===== config.mk =====
export PLATFORM = sky130hd
export DESIGN_NAME = pipe_field
export DESIGN_NICKNAME = d
export VERILOG_FILES = /design/src/rtl/pipe_field.sv
export SDC_FILE = /design/constraint.sdc
export NUM_CORES = 1
export LEC_CHECK = 0
export CAP_MARGIN = 0
export CORE_MARGIN = 4
export CORE_UTILIZATION = 60
export DETAILED_ROUTE_END_ITERATION = 8
export PLACE_DENSITY = 0.82
export SLEW_MARGIN = 20
export SYNTH_ARGS = -nofsm -noshare
export SYNTH_HDL_FRONTEND = slang
export SYNTH_SLANG_ARGS = --single-unit

===== constraint.sdc =====
create_clock -name clk -period 6.72 [get_ports clk]
set_input_delay 2.016 -clock clk [delete_from_list [all_inputs] [get_ports clk]]
set_output_delay 2.016 -clock clk [all_outputs]
set_load 0.02 [all_outputs]

===== src/rtl/pipe_field.sv =====
// Scrolling 16x16 pipe playfield: shifts columns left on tick, spawns pipes, detects crash, counts score.
// Latency: state updates on the sampling clk edge; pipeReq is a registered pulse one cycle after consumption.
// Backpressure: none; the generator must present a valid newPipe whenever a spawn can occur.
//
// Ports:
//   clk, reset (async active-low)  - clock and reset
//   start, tick                    - game (re)start pulse and scroll strobe
//   newPipe[15:0], birdRow[3:0]    - next pipe column from generator, current bird row
//   rdCol[3:0] -> rdData[15:0]     - combinational column read port for the LED scanner
//   pipeReq, running, crashed      - generator advance pulse and game state flags
//   score[7:0]                     - saturating count of pipes passed
module pipe_field #(
  parameter int COLS     = 16,
  parameter int GAP_COLS = 3,
  parameter int BIRD_COL = 3
) (
  input  logic        clk,
  input  logic        reset,
  input  logic        start,
  input  logic        tick,
  input  logic [15:0] newPipe,
  input  logic [3:0]  birdRow,
  input  logic [3:0]  rdCol,
  output logic [15:0] rdData,
  output logic        pipeReq,
  output logic        running,
  output logic        crashed,
  output logic [7:0]  score
);

  localparam logic [3:0] GAP_INIT = 4'(GAP_COLS);

  typedef enum logic [1:0] {
    ST_IDLE    = 2'd0,
    ST_RUN     = 2'd1,
    ST_CRASHED = 2'd2
  } state_t;

  state_t      state_q, state_d;
  logic [15:0] cols_q [COLS];
  logic [15:0] cols_d [COLS];
  logic [3:0]  space_q, space_d;
  logic [7:0]  score_q, score_d;
  logic        pipe_req_q, pipe_req_d;
  logic        hit;

  // Collision is checked every cycle in RUN, not only on ticks, so a bird
  // moving into a lit cell crashes immediately.
  always_comb begin
    hit = (state_q == ST_RUN) && cols_q[BIRD_COL][birdRow];
  end

  always_comb begin
    state_d    = state_q;
    cols_d     = cols_q;
    space_d    = space_q;
    score_d    = score_q;
    pipe_req_d = 1'b0;

    unique case (state_q)
      ST_IDLE, ST_CRASHED: begin
        // start takes priority; tick is ignored outside RUN.
        if (start) begin
          state_d = ST_RUN;
          for (int i = 0; i < COLS; i++) begin
            cols_d[i] = 16'h0000;
          end
          space_d = GAP_INIT;
          score_d = 8'd0;
        end
      end
      ST_RUN: begin
        if (hit) begin
          // Freeze on crash: no shift, no score, no spawn even with tick.
          state_d = ST_CRASHED;
        end else if (tick) begin
          // Score on the column leaving the bird position, before the shift.
          if ((cols_q[BIRD_COL] != 16'h0000) && (score_q != 8'hFF)) begin
            score_d = score_q + 8'd1;
          end
          for (int i = 0; i < COLS - 1; i++) begin
            cols_d[i] = cols_q[i + 1];
          end
          if (space_q == 4'd0) begin
            cols_d[COLS - 1] = newPipe;
            space_d          = GAP_INIT;
            pipe_req_d       = 1'b1;
          end else begin
            cols_d[COLS - 1] = 16'h0000;
            space_d          = space_q - 4'd1;
          end
        end
      end
      default: begin
        state_d = ST_IDLE;
      end
    endcase
  end

  always_ff @(posedge clk or negedge reset) begin
    if (!reset) begin
      state_q    <= ST_IDLE;
      for (int i = 0; i < COLS; i++) begin
        cols_q[i] <= 16'h0000;
      end
      space_q    <= GAP_INIT;
      score_q    <= 8'd0;
      pipe_req_q <= 1'b0;
    end else begin
      state_q    <= state_d;
      cols_q     <= cols_d;
      space_q    <= space_d;
      score_q    <= score_d;
      pipe_req_q <= pipe_req_d;
    end
  end

  // Read table padded to the full 4-bit index range; indices past the last
  // column read as empty.
  logic [15:0] rd_tbl [16];

  for (genvar g = 0; g < 16; g++) begin : g_rd
    if (g < COLS) begin : g_col
      assign rd_tbl[g] = cols_q[g];
    end else begin : g_pad
      assign rd_tbl[g] = 16'h0000;
    end
  end

  assign rdData  = rd_tbl[rdCol];
  assign pipeReq = pipe_req_q;
  assign running = (state_q == ST_RUN);
  assign crashed = (state_q == ST_CRASHED);
  assign score   = score_q;

endmodule


==> results of run 1 <==
## metrics by stage
step	cell area, µm²	utilization (%)	power [mW]
floorplan	13090	-	3.272
CTS	14620	68.90	5.329
detailed placement	13590	64.02	3.597
global route	14620	68.90	5.597
global placement	13590	64.02	3.519
finish	14620	68.90	5.309
## kinds of logic (layout without fill, tap and decap cells)
kind of cell,count (synthesis),in the layout,share of synthesized area (%)
AOI/OAI and AO/OA,283,283,11.17
muxes,87,87,14.53
and+or+nand+nor,562,562,16.89
DFF,271,271,51.82
buffers and inverters,112,135,5.304
adders and majority gates,3,3,0.2868
## worst max-delay path, cell delays in order
cell and delay (ns):
buf_4 0.10, buf_12 0.32, mux4_2 0.56, mux4_2 0.52, clkdlybuf4s50_1 0.56
## cell usage after synthesis (2+ instances only)
master,count
nand2_1,503
dfrtp_1,269
o21ai_0,145
o21ai_1,118
mux4_2,81
clkbuf_1,65
nand3_1,23
buf_6,13
buf_8,10
buf_1,9
nor2_1,8
buf_2,6
nor4_1,5
inv_1,4
mux2i_1,4
nand2b_1,4
nor3_1,4
o31ai_1,4
a21oi_1,3
and3_1,3
buf_12,3
ha_1,3
nor2b_1,3
o22ai_1,3
a31oi_1,2
and2_1,2
buf_4,2
dfstp_2,2
## per-layer routing
layer | vias to the layer above | routed length [µm] | track usage, %
li1 | 4510 | - | -
met4 | 0 | 819 | 7.253
met1 | 4780 | 12220 | 35.90
met2 | 355 | 14210 | 39.38
met5 | - | 0 | 0
met3 | 66 | 1887 | 3.745
## state kept, by name (all words and copies together) (netlist names)
signal   count
cols_q     256
pipeReq      1
score        8
space_q      4
state_q      2
## power by group through the flow
| stage | clock network, mW | registers, mW | logic, mW |
|---|---|---|---|
| 2_1_floorplan | 0 | 2.20 | 1.07 |
| 3_3_place_gp | 0 | 2.30 | 1.22 |
| 3_5_place_dp | 0 | 2.32 | 1.28 |
| 4_1_cts | 1.74 | 2.30 | 1.29 |
| 5_1_grt | 1.81 | 2.35 | 1.44 |
| 6_report | 1.72 | 2.30 | 1.29 |
## layout make-up
cell class                      instances  area (µm²)  area share, %
Clock buffer                           38       809.5          5.537
Clock inverter                         14       226.5          1.549
Inverter                                4       15.01         0.1027
Multi-Input combinational cell        935        5629          38.50
Sequential cell                       271        6784          46.40
Tap cell                              275       344.1          2.353
Timing Repair Buffer                   79       813.3          5.562
## how the worst min path moves through the flow
stage	endpoint	slack, ns
6_report	cols_q[40]	0.51
5_1_grt	cols_q[252]	0.53
4_1_cts	cols_q[40]	0.51
3_5_place_dp	cols_q[107]	0.49
3_3_place_gp	cols_q[203]	0.48
2_1_floorplan	cols_q[167]	0.46
==> out/results.tsv, run 1 <==
metric	value	unit
ios	55	
hold_violations	0	
fin_nets	1351	
ctsHoldBuffers	0	
grt_pass1_wl	48670	µm
place_ws	0.5727	ns
synth_ff_type	dfrtp_1	
hold_path_class	reg2reg	
leakagePower	6.048	nW
reg2reg_to	cols_q[96]	
antenna_left	0	
globalRouteTotalUtil	24.68	%
dr.first_iter.drc_count	977	
firstDrtPassIters	6	
worst_setup_path_start_kind	primary input	
fp.coreArea	0.02122	mm²
cts_resized	0	
arrival	4.12	ns
startpoint	rdCol[0]	
whs	0.5063	ns
switching_share	33.02	%
crit_path_end_kind	output port	
path_clk_slew	0.06	ns
synth_edf_count	0	
dr_total_vias	9711	
crit_fanout	48	
synth_seq_cells	271	
setup_violations	0	
r2r_setup_slack	3.76	ns
synth_top_area_cell	dfrtp_1	
powerDensity	363.1	mW/mm²
stdcell_count	1616	
holdCritStartpoint	cols_q[24]	
portBuffers	54	
cts_tree	built	
vdd_ir_drop_max	0.1881	mV
required	4.70	ns
clockRootBuffer	clkbuf_16	
maxSlewViolCount	0	
n_antenna_cell	0	
internal_power	3.556	mW
grt_overflow_total	0	
synthArstFlopShare	100.0	%
first_global_vias	9372	
fill_cells	1509	
fin_ws	0.5850	ns
syn_inst	1318	
pwr-share-comb	24.2	%
syn_area	0.01309	mm²
rr_startpoint	cols_q[207]	
skew	0.009802	ns
run_status	finished clean	
detailed_place_hpwl	18290	µm
slew_headroom	30.56	%
cts-buffers-inserted	29	
seqPwrFrac	43.4	%
via_per_inst	6.009	
cts_sinks	271	
cap_violations	0	
synth_warnings	0	
crit_end	rdData[6]	
clk_path_buf_depth	3	
worst_slew_pin_slew	1.042	ns
fin_tns_setup	0	ns
clk_latency	0.55	ns
drive_gt1_share	12.38	%
dp.cells	1564	
postCtsSetupBuffers	0	
period_needed	6.135	ns
p_sw	1.753	mW
syn2layout_area_growth	11.69	%
timing.fmax	0.1630	GHz
antenna_found_initial	0	
synth_cell_types	45	
synth_seq_area_share	51.82	%
yosys.area.top_type_share	51.42	%
die_width	155.7	µm
wl_per_cell	18.03	µm
drc	0	
layout.cells.most_common_list	nand2_1 (503), dfrtp_1 (269), o21ai_0 (145)	
layout_commonest_cell	nand2_1	
setup.worst_path.class	in2out	
grt_max_degree	167	
rows	53	
p_clk_share	32.4	%
rsz0062_at_grt	no	
fp.dieH	155.7	µm
r2r_cells	7	
dieArea	0.02425	mm²
htree_levels	1	
period_share	91.29	%
synth.area.top_cells	dfrtp_1 (51%), nand2_1 (14%), mux4_2 (14%)	
hold_depth	2	
wirelength	29140	µm
initial_core_util	61.69	%
synthesis.nets	1349	
gp_congestion	0.7928	
syn_area_per_cell	9.933	µm²
No activity file was read; power rests on OpenSTA's default activity.
==> run 2: changes to the inputs <==
Settings changed: GPL_TIMING_DRIVEN set to 1.
==> results of run 2 <==
Final layout, timing and power as in run 1 (identical DEF).
